### src/rtl/interleave.sv
// OFDM transmit interleaver (802.11a/g legacy and 802.11n HT 20 MHz) with a ping-pong
// symbol buffer: bits are permuted on write, then drained one subcarrier per strobe.
module interleave (
    input  logic       clock,
    input  logic       reset,
    input  logic       enable,
    input  logic [7:0] rate,
    input  logic       in_bit,
    input  logic       input_strobe,
    output logic       in_ready,
    input  logic       output_ready,
    output logic [5:0] out_bits,
    output logic       output_strobe
);

    typedef enum logic {W_FILL0, W_FILL1} wstate_t;
    typedef enum logic [1:0] {R_IDLE, R_READ, R_HOLD} rstate_t;

    // Mode word is {ht, N_BPSC}; unknown codes fall back to BPSK.
    function automatic logic [3:0] decode_mode(input logic ht, input logic [3:0] code);
        logic [2:0] nb;
        nb = 3'd1;
        if (ht) begin
            case (code)
                4'd1, 4'd2:       nb = 3'd2;
                4'd3, 4'd4:       nb = 3'd4;
                4'd5, 4'd6, 4'd7: nb = 3'd6;
                default:          nb = 3'd1;
            endcase
        end else begin
            case (code)
                4'b1010, 4'b1110: nb = 3'd2;
                4'b1001, 4'b1101: nb = 3'd4;
                4'b1000, 4'b1100: nb = 3'd6;
                default:          nb = 3'd1;
            endcase
        end
        return {ht, nb};
    endfunction

    logic         unused_rate;
    logic [311:0] mem [2];
    logic [3:0]   bank_mode [2];
    logic [1:0]   full;

    wstate_t    wstate;
    logic       wbank, first, accept, last_bit;
    logic [3:0] col, w_col_last;
    logic [4:0] row, w_nrow, w_row_last, nb5;
    logic [8:0] ibase, i_idx, j_idx;
    logic [1:0] rm3, cm3, d3;
    logic [2:0] t3;
    logic [3:0] w_mode;

    assign unused_rate = ^rate[6:4];
    assign wbank    = (wstate == W_FILL1);
    assign in_ready = !full[wbank];
    assign accept   = enable && input_strobe && in_ready;
    assign first    = (col == 4'd0) && (row == 5'd0);
    assign w_mode   = first ? decode_mode(rate[7], rate[3:0]) : bank_mode[wbank];

    // N_ROW = 3*N_BPSC (legacy) or 4*N_BPSC (HT); N_COL*i/N_CBPS reduces to the column index.
    assign nb5        = {2'b00, w_mode[2:0]};
    assign w_nrow     = w_mode[3] ? (nb5 << 2) : ((nb5 << 1) + nb5);
    assign w_row_last = w_nrow - 5'd1;
    assign w_col_last = w_mode[3] ? 4'd12 : 4'd15;
    assign last_bit   = (col == w_col_last) && (row == w_row_last);
    assign i_idx      = ibase + {4'b0000, row};
    assign t3         = {1'b0, rm3} + 3'd3 - {1'b0, cm3};
    assign d3         = (t3 >= 3'd3) ? 2'(t3 - 3'd3) : t3[1:0];

    always_comb begin
        j_idx = i_idx;
        case (w_mode[2:0])
            3'd4:    j_idx = {i_idx[8:1], i_idx[0] ^ col[0]};
            3'd6:    j_idx = i_idx - {7'b0, rm3} + {7'b0, d3};
            default: j_idx = i_idx;
        endcase
    end

    always_ff @(posedge clock) begin
        if (reset) begin
            wstate <= W_FILL0;
            col    <= 4'd0;
            row    <= 5'd0;
            ibase  <= 9'd0;
            rm3    <= 2'd0;
            cm3    <= 2'd0;
        end else if (accept) begin
            if (col == w_col_last) begin
                col   <= 4'd0;
                cm3   <= 2'd0;
                ibase <= 9'd0;
                if (row == w_row_last) begin
                    row    <= 5'd0;
                    rm3    <= 2'd0;
                    wstate <= (wstate == W_FILL0) ? W_FILL1 : W_FILL0;
                end else begin
                    row <= row + 5'd1;
                    rm3 <= (rm3 == 2'd2) ? 2'd0 : rm3 + 2'd1;
                end
            end else begin
                col   <= col + 4'd1;
                cm3   <= (cm3 == 2'd2) ? 2'd0 : cm3 + 2'd1;
                ibase <= ibase + {4'b0000, w_nrow};
            end
        end
    end

    always_ff @(posedge clock) begin
        if (accept) begin
            mem[wbank][j_idx] <= in_bit;
            if (first) bank_mode[wbank] <= w_mode;
        end
    end

    rstate_t    rstate;
    logic       rbank, rd_bit, rd_last, handoff, sym_done;
    logic [8:0] raddr;
    logic [2:0] bcnt;
    logic [5:0] sc, r_sc_last, sc_bits, sc_bits_next;
    logic [3:0] r_mode;

    assign r_mode        = bank_mode[rbank];
    assign r_sc_last     = r_mode[3] ? 6'd51 : 6'd47;
    assign rd_bit        = mem[rbank][raddr];
    assign rd_last       = (bcnt == r_mode[2:0] - 3'd1);
    assign sc_bits_next  = sc_bits | (6'(rd_bit) << bcnt);
    assign handoff       = (rstate == R_HOLD) && output_ready && enable;
    assign sym_done      = handoff && (sc == r_sc_last);
    assign output_strobe = handoff;

    // A bank completed by the writer and a bank freed by the reader are never the same one.
    always_ff @(posedge clock) begin
        if (reset) begin
            full <= 2'b00;
        end else begin
            if (accept && last_bit) full[wbank] <= 1'b1;
            if (sym_done) full[rbank] <= 1'b0;
        end
    end

    always_ff @(posedge clock) begin
        if (reset) begin
            rstate   <= R_IDLE;
            rbank    <= 1'b0;
            raddr    <= 9'd0;
            bcnt     <= 3'd0;
            sc       <= 6'd0;
            out_bits <= 6'd0;
        end else if (enable) begin
            case (rstate)
                R_IDLE: if (full[rbank]) rstate <= R_READ;
                R_READ: begin
                    raddr <= raddr + 9'd1;
                    if (rd_last) begin
                        bcnt     <= 3'd0;
                        out_bits <= sc_bits_next;
                        rstate   <= R_HOLD;
                    end else begin
                        bcnt <= bcnt + 3'd1;
                    end
                end
                R_HOLD: if (output_ready) begin
                    if (sc == r_sc_last) begin
                        sc     <= 6'd0;
                        raddr  <= 9'd0;
                        rbank  <= ~rbank;
                        rstate <= full[~rbank] ? R_READ : R_IDLE;
                    end else begin
                        sc     <= sc + 6'd1;
                        rstate <= R_READ;
                    end
                end
                default: rstate <= R_IDLE;
            endcase
        end
    end

    always_ff @(posedge clock) begin
        if (enable) begin
            if (rstate == R_READ && !rd_last) sc_bits <= sc_bits_next;
            else sc_bits <= 6'd0;
        end
    end

endmodule

### config.mk
export PLATFORM = sky130hd
export DESIGN_NAME = interleave
export DESIGN_NICKNAME = d
export VERILOG_FILES = /design/src/rtl/interleave.sv
export SDC_FILE = /design/constraint.sdc
export NUM_CORES = 1
export LEC_CHECK = 0
export CAP_MARGIN = 10
export CORE_ASPECT_RATIO = 1.2
export CORE_MARGIN = 2
export CORE_UTILIZATION = 47
export CTS_CLUSTER_DIAMETER = 80
export DETAILED_ROUTE_END_ITERATION = 12
export PLACE_DENSITY = 0.74
export SKIP_LAST_GASP = 1
export SYNTH_ARGS = -nofsm -noshare
export SYNTH_HDL_FRONTEND = slang
export SYNTH_SLANG_ARGS = --single-unit
export TNS_END_PERCENT = 10
### constraint.sdc
create_clock -name clock -period 6.85 [get_ports clock]
set_clock_uncertainty 0.2 [all_clocks]
set_input_delay 2.055 -clock clock [delete_from_list [all_inputs] [get_ports clock]]
set_output_delay 2.055 -clock clock [all_outputs]
set_load 0.02 [all_outputs]
Word-level counts from Yosys, hierarchy flattened. Memory sizes are Yosys's and may differ from the RTL's. A register that Yosys moved wholly into a read port is not among the register bits. Index checks and enable logic that the tools add are counted.

$add $sub $neg: 17. Multiply operators: 0. Divide/modulo/power cells: 0. Magnitude comparators: 9. Equal/unequal tests: 27. Shift-type cells: 1. Mux-type cells: 56. Bitwise gates (word level): 6. Reductions and logical operators: 32.

Operators with widths (count): two-way mux 312 bit (1); case mux 9 bit (2 select lines) (2); two-way mux 9 bit (3); equality test 4 bit, second input constant (6); two-way mux 2 bit (12); two-way mux 1 bit (23); < comparator 9 x 10 -> 1 bit, second input constant (2); adder 9 x 5 -> 9 bit (2); case mux 3 bit (3 select lines) (2); equality test 4 x 3 -> 1 bit, second input constant (4); two-way mux 5 bit (3); logical AND 1 bit (12); AND reduction 4 bit (3); OR reduction 2 bit (5); adder 9 x 1 -> 9 bit, second input constant (1); adder 9 x 2 -> 9 bit (1); binary-select mux 1 bit (select 9 bit) (1); demux 1 bit (select 9 bit) (1); >= comparator 9 x 1 -> 1 bit, second input constant (1); AND reduction 3 bit (3); subtractor 9 x 2 -> 9 bit (1); equality test 4 x 2 -> 1 bit, second input constant (2); two-way mux 4 bit (2); adder 6 x 1 -> 6 bit, second input constant (1); 41 further kinds (54).

Register bits: 58. Bits in latches: 0. Bits in writable memories: 632. Bits in read-only memories: 0. Bits of input ports: 14. Output and inout port bits: 8. Memories kept: 2.

Memories: mem (depth 2, width 312, rd ports 1, clocked after Yosys merged registers in 1, wr ports 1, line 42) `logic [311:0] mem [2];`; bank_mode (depth 2, width 4, rd ports 2, clocked after Yosys merged registers in 2, wr ports 1, line 43) `logic [3:0] bank_mode [2];`.

Longest topological paths before layout.
Depth after elaboration: 15. Mapped depth: 22. Depth with buffers taken out: 20.

Least setup slack after synthesis. No wires, ideal clock.

Kind: input-to-reg. Start point: input port rate[1]. End point: register ibase[8]. Arrival time: 5.238 ns. Required time: 6.522 ns. Slack: 1.285 ns. Cell stages on the path: 17. Path through: and2_1 -> a211oi_1 -> o31ai_1 -> inv_1 -> ha_1 -> inv_1 -> fa_1 -> a211oi_1 -> a21o_1 -> ha_1 -> a21o_1 -> a21oi_1 -> nor2b_1 -> o211a_1 -> nand3_1 -> xor2_1 -> nor2_1.

Longest elaborated chain between the ends: 9. Elaborated cells on any way between the ends: 27. Those cells by class: add/sub: 2; eq/ne: 13; mux: 6; reduce/logical: 6.

Ends and longest elaborated chain: start: declaration (line 7) `input logic [7:0] rate,`; equality test 4 x 3 -> 1 bit, or another cell as far along (line 24) `case (code)`; OR reduction 3 bit, or another cell as far along (line 24); case mux 3 bit (3 select lines), on equally long branches (line 24, 31); two-way mux 3 bit (*) (line 23) `if (ht) begin`; two-way mux 4 bit (*) (line 60) `assign w_mode = first ? decode_mode(rate[7], rate[3:0]) : bank_mode[wbank];`; via w_mode[1] (line 53) `logic [3:0] w_mode;`; adder 4 x 3 -> 5 bit (line 64) `assign w_nrow = w_mode[3] ? (nb5 << 2) : ((nb5 << 1) + nb5);`; two-way mux 5 bit (*) (line 64); adder 9 x 5 -> 9 bit (*) (line 105) `ibase <= ibase + {4'b0000, w_nrow};`; two-way mux 9 bit (*) (line 90) `if (col == w_col_last) begin`; end signal: assignment (line 105); end: declaration (line 50) `logic [8:0] ibase, i_idx, j_idx;`.

The timed path passes the listed nets; every way through them passes the cells marked *. A chain may end at the register's enable or synchronous reset.

Worst setup path after layout.
Start point: register rm3[0]. End point: memory mem[0][222] (enable).

Longest elaborated chain between the ends: 11. Elaborated cells on any way between the ends: 14. Those cells by class: add/sub: 5; order compare: 3; mux: 5; reduce/logical: 1.

Ends and longest elaborated chain: start: declaration (line 51) `logic [1:0] rm3, cm3, d3;`; start signal: assignment (line 100) `rm3 <= (rm3 == 2'd2) ? 2'd0 : rm3 + 2'd1;`; adder 2 x 2 -> 3 bit (line 69) `assign t3 = {1'b0, rm3} + 3'd3 - {1'b0, cm3};`; subtractor 3 x 2 -> 3 bit (line 69); >= comparator 3 x 2 -> 1 bit / subtractor 2 bit (equally long branches) (line 70) `assign d3 = (t3 >= 3'd3) ? 2'(t3 - 3'd3) : t3[1:0];`; two-way mux 2 bit (line 70); adder 9 x 2 -> 9 bit (*) (line 76) `3'd6: j_idx = i_idx - {7'b0, rm3} + {7'b0, d3};`; case mux 9 bit (2 select lines) (*) (line 74) `case (w_mode[2:0])`; < comparator 9 x 10 -> 1 bit (not written as such) / >= comparator 9 x 1 -> 1 bit (equally long branches) (line 112) `mem[wbank][j_idx] <= in_bit;`; logical AND 1 bit (not written as such) (line 112); two-way mux 1 bit (not written as such) (line 112); demux 1 bit (select 9 bit) (*) (line 112); two-way mux 312 bit (not written as such) (*) (line 112); end: declaration (line 42).

Mark *: on every way between the ends. The rest lies on a longest branch, timed or not.

==> impl_results.md <==
- Slew HR: 0.270
- Synthesized area per cell: about 13 µm²
- Nets@finish: roughly 2.5k
- Clock sink count: about 690
- Max-cap check violation count: 0
- Synth warn: 0
- Hold WS: ~270 ps
- RSZ-0062 raised after global routing: no
- Clock period minus worst slack: about 6000 ps
- Register area: 20,300 µm²
- Mapped cell area: about 33,000 µm²
- Fmax: ~160 MHz
- Run status: complete, no violations
- Routability cong.: ~0.92
- First-pass GRT wire length: 122,000 µm
- Number of global-route vias before repair: about 21k
- # DRC: 0
- Core Footprint: 69,400 µm²
- CTS root buf: clkbuf_16
- Cells after DPL: between 3k and 4k
- Worst endpoint required time: about 7000 ps
- Worst VDD drop: 217 µV
- DRT antenna net count: 0
- Sequential share of the synthesized area: 0.618
- Rows: 106
- GRT Overall Usage: 0.221
- Critical path endpoint category: flip-flop
- Worst-path fanout max: 86
- Iter 0 DRT Violations: around 2.9k
- Leak: ~11 nW
- Multi-input gate area: around 11,000 µm²
- Detailed-router iteration count before antenna repair: 5
- Max Slew Vio Count: 0
- Synth-to-Final Area Change: 9.35%
- Setup CP Type: reg -> reg
- Final Non-Filler Cells: between 3k and 4k
- Setup Total Neg Slack: 0 ps
- Fin. Hold Viols: 0
- Post-synthesis instance total: ~2.5k
- Cell area power density: approximately 250 nW/µm²
- Clock tree buffer depth: 3
- Die height: 293 µm
- Cts repair resizes: 0
- Syn nets: 2,558
- Hold buffers post-CTS: 0
- Die W: 245 µm
- HPWL Detailed: around 50,000 µm
- Least-Margin Pin Slew: between 1000 and 1500 ps
- Setup repair bufs after CTS: 0
- Vias after detailed routing: 21.2k
- CTS tree: done
- Crit share post-route: 0.889
- Primary FF master, synth: edfxtp_1
- Worst-skew pair later-pin latency: 620 ps
- Post-placement cell area: 33,800 µm²
- Wirelength per Cell: around 23 µm
- Post-synth EDFFs: between 600 and 700
- Fill cell count: 5,589
- Antenna fix cells: 0
- Layout cell share with drive strength beyond 1: 0.129
- H-tree levels: 3
- Grt total ovfl: 0
- Total Wirelength: between 70,000 and 80,000 µm
- CP Launch Type: flip-flop
- Largest net degree at the start of global routing: between 200 and 250
- Design area: around 36,000 µm²
- Crit-path cells: ha_1, fa_1, ha_1, or3_1, a21o_1, ha_1, inv_1, ha_1, fa_1, a21o_1, a21oi_1, o21bai_1, a21oi_1, o21ai_0, and3_1, nor4_1, or4_4, buf_12, nor3_1
- Largest stage delay, worst path: between 600 and 700 ps
- # port buffers: 18
- Via-per-instance ratio: 6.24
- Most used cell, CP: ha_1
- Hold crit path type: reg -> reg
- Final setup violation count: 0
- Starting Density: 0.472
- CTS clock-pin slew for the worst setup and hold paths: about 70 ps
- Cts bufs inserted: 66
- Yosys cell types: 71
- Overall power: around 9 mW
- Slowest CP cell: nor4_1
- Die area: a little over 70,000 µm²
- Initial antenna violation count: 0
- Post-synth ARST share: 0
- I/O Pins: 22
- Yosys reg bits: between 600 and 700
- Critical Path AT: ~6200 ps
-- cell families after synthesis --
kind of cell             share of synthesized area
AO/OA/AOI/OAI                               0.0395
buffers and inverters                       0.0352
multiplexers                                 0.128
adder cells (fa/ha/maj)                     0.0170
flip-flops                                   0.618
AND/OR/NAND/NOR                              0.149
XOR/XNOR                                    0.0128
-- critical path, delay by kind of cell, from the launching register on --
kind	cells	cell delay (ps)
AND/OR/NAND/NOR	5	1840
AO/OA/AOI/OAI	6	1090
adder cells (fa/ha/maj)	6	1710
flip-flops	1	450
buffers and inverters	2	440
-- layer usage --
metal / routed length (µm) / GRT usage / share of wire / up-vias
li1: - / - / - / 9431
met1: 29300 / 0.281 / 0.37 / 10543
met2: 39100 / 0.366 / 0.49 / 1040
met3: 6880 / 0.0374 / 0.087 / 202
met4: 4030 / 0.117 / 0.051 / 0
met5: 0 / 0 / 0 / -
-- cell usage after synthesis, types with 4 or more instances --
cell type,instances,area (µm²)
and3_1,8,50.1
clkbuf_1,147,552
o21ai_0,19,95.1
nor4_1,6,37.5
nand4_1,5,31.3
nor2_1,231,867
inv_1,40,150
or3_1,5,31.3
fa_1,6,120
xor2_1,20,175
a22oi_1,36,270
a31oi_1,10,62.6
ha_1,35,438
and2_1,10,62.6
nor3_1,534,2670
mux4_2,146,3290
o22ai_1,4,25.0
a211oi_1,16,120
xnor2_1,25,219
buf_1,15,56.3
a21oi_1,45,225
mux2_2,6,67.6
o31ai_1,4,30.0
nand2b_1,11,68.8
o221ai_1,6,52.6
nand2_1,200,751
dfxtp_1,54,1080
a21o_1,8,60.1
o21bai_1,4,30.0
nor2b_1,18,113
buf_8,5,75.1
mux4_1,4,105
nand3_1,21,105
buf_2,25,125
edfxtp_1,638,19200
mux2i_1,73,731
buf_6,11,124
-- registers in the layout, summed over array words and instances, names as in the netlist, named ones only --
register	cells
mem	624
ibase	9
raddr	9
bank_mode	8
out_bits	6
sc	6
sc_bits	6
row	5
col	4
bcnt	3
cm3	2
full	2
rm3	2
rstate	2
rbank	1
wbank	1
-- path summary, 6_finish.rpt --
path	depth (start not counted)	from	end	slack [ps]
setup / recovery	19	rm3[0]	mem[0][222]	760
hold reg to reg	2	sc[1]	sc[1]	270
setup reg to reg	19	rm3[0]	mem[0][222]	760
hold / removal	2	sc[1]	sc[1]	270
-- area by class of cell --
| type | instances | share of cell area |
|---|---|---|
| flip-flops and latches | 692 | 0.566 |
| inverters | 41 | 0.00430 |
| clock inverters | 27 | 0.00538 |
| well taps | 918 | 0.0321 |
| repair buffers | 77 | 0.0235 |
| multi-input cells | 1561 | 0.319 |
| clock buffers | 86 | 0.0500 |
-- layout by cell type (no fill, tap or decap), types with 4 or more instances in the layout --
| cell type | Yosys | final |
|---|---|---|
| dfxtp_1 | 54 | 51 |
| nor2_2 | 0 | 4 |
| mux4_2 | 146 | 146 |
| nor2_1 | 231 | 227 |
| buf_4 | 3 | 42 |
| buf_12 | 2 | 17 |
| or3_1 | 5 | 4 |
| xnor2_1 | 25 | 25 |
| mux2i_1 | 73 | 73 |
| clkinv_2 | 0 | 10 |
| o22ai_1 | 4 | 4 |
| a31oi_1 | 10 | 10 |
| nand3_1 | 21 | 21 |
| fa_1 | 6 | 6 |
| ha_1 | 35 | 35 |
| inv_1 | 40 | 40 |
| nand2_1 | 200 | 198 |
| xor2_1 | 20 | 20 |
| nor4_1 | 6 | 6 |
| clkdlybuf4s50_1 | 0 | 17 |
| nand4_1 | 5 | 5 |
| a22oi_1 | 36 | 36 |
| a21o_1 | 8 | 8 |
| and3_1 | 8 | 8 |
| nand2b_1 | 11 | 11 |
| nor2b_1 | 18 | 18 |
| o21bai_1 | 4 | 4 |
| a211oi_1 | 16 | 16 |
| o221ai_1 | 6 | 5 |
| mux2_2 | 6 | 6 |
| and2_1 | 10 | 10 |
| o21ai_0 | 19 | 19 |
| clkbuf_1 | 147 | 16 |
| mux4_1 | 4 | 4 |
| edfxtp_1 | 638 | 638 |
| nor3_1 | 534 | 534 |
| clkbuf_16 | 0 | 68 |
| clkinv_1 | 1 | 12 |
| o31ai_1 | 4 | 4 |
| a21oi_1 | 45 | 45 |
-- where the power goes --
part           total (mW)  switching, mW  leakage, nW  internal, mW
registers            4.66         0.0372         6.18          4.63
logic               0.780          0.537         3.36         0.243
clock network        3.45           1.53        0.972          1.92
-- metrics by stage --
stage                      util  setup WS, ps
after floorplan               -          1280
after global placement    0.487           553
after detailed placement  0.487           370
after CTS                 0.516           777
after global routing      0.516           351
final                     0.516           763
No activity file was read; power rests on OpenSTA's default activity.
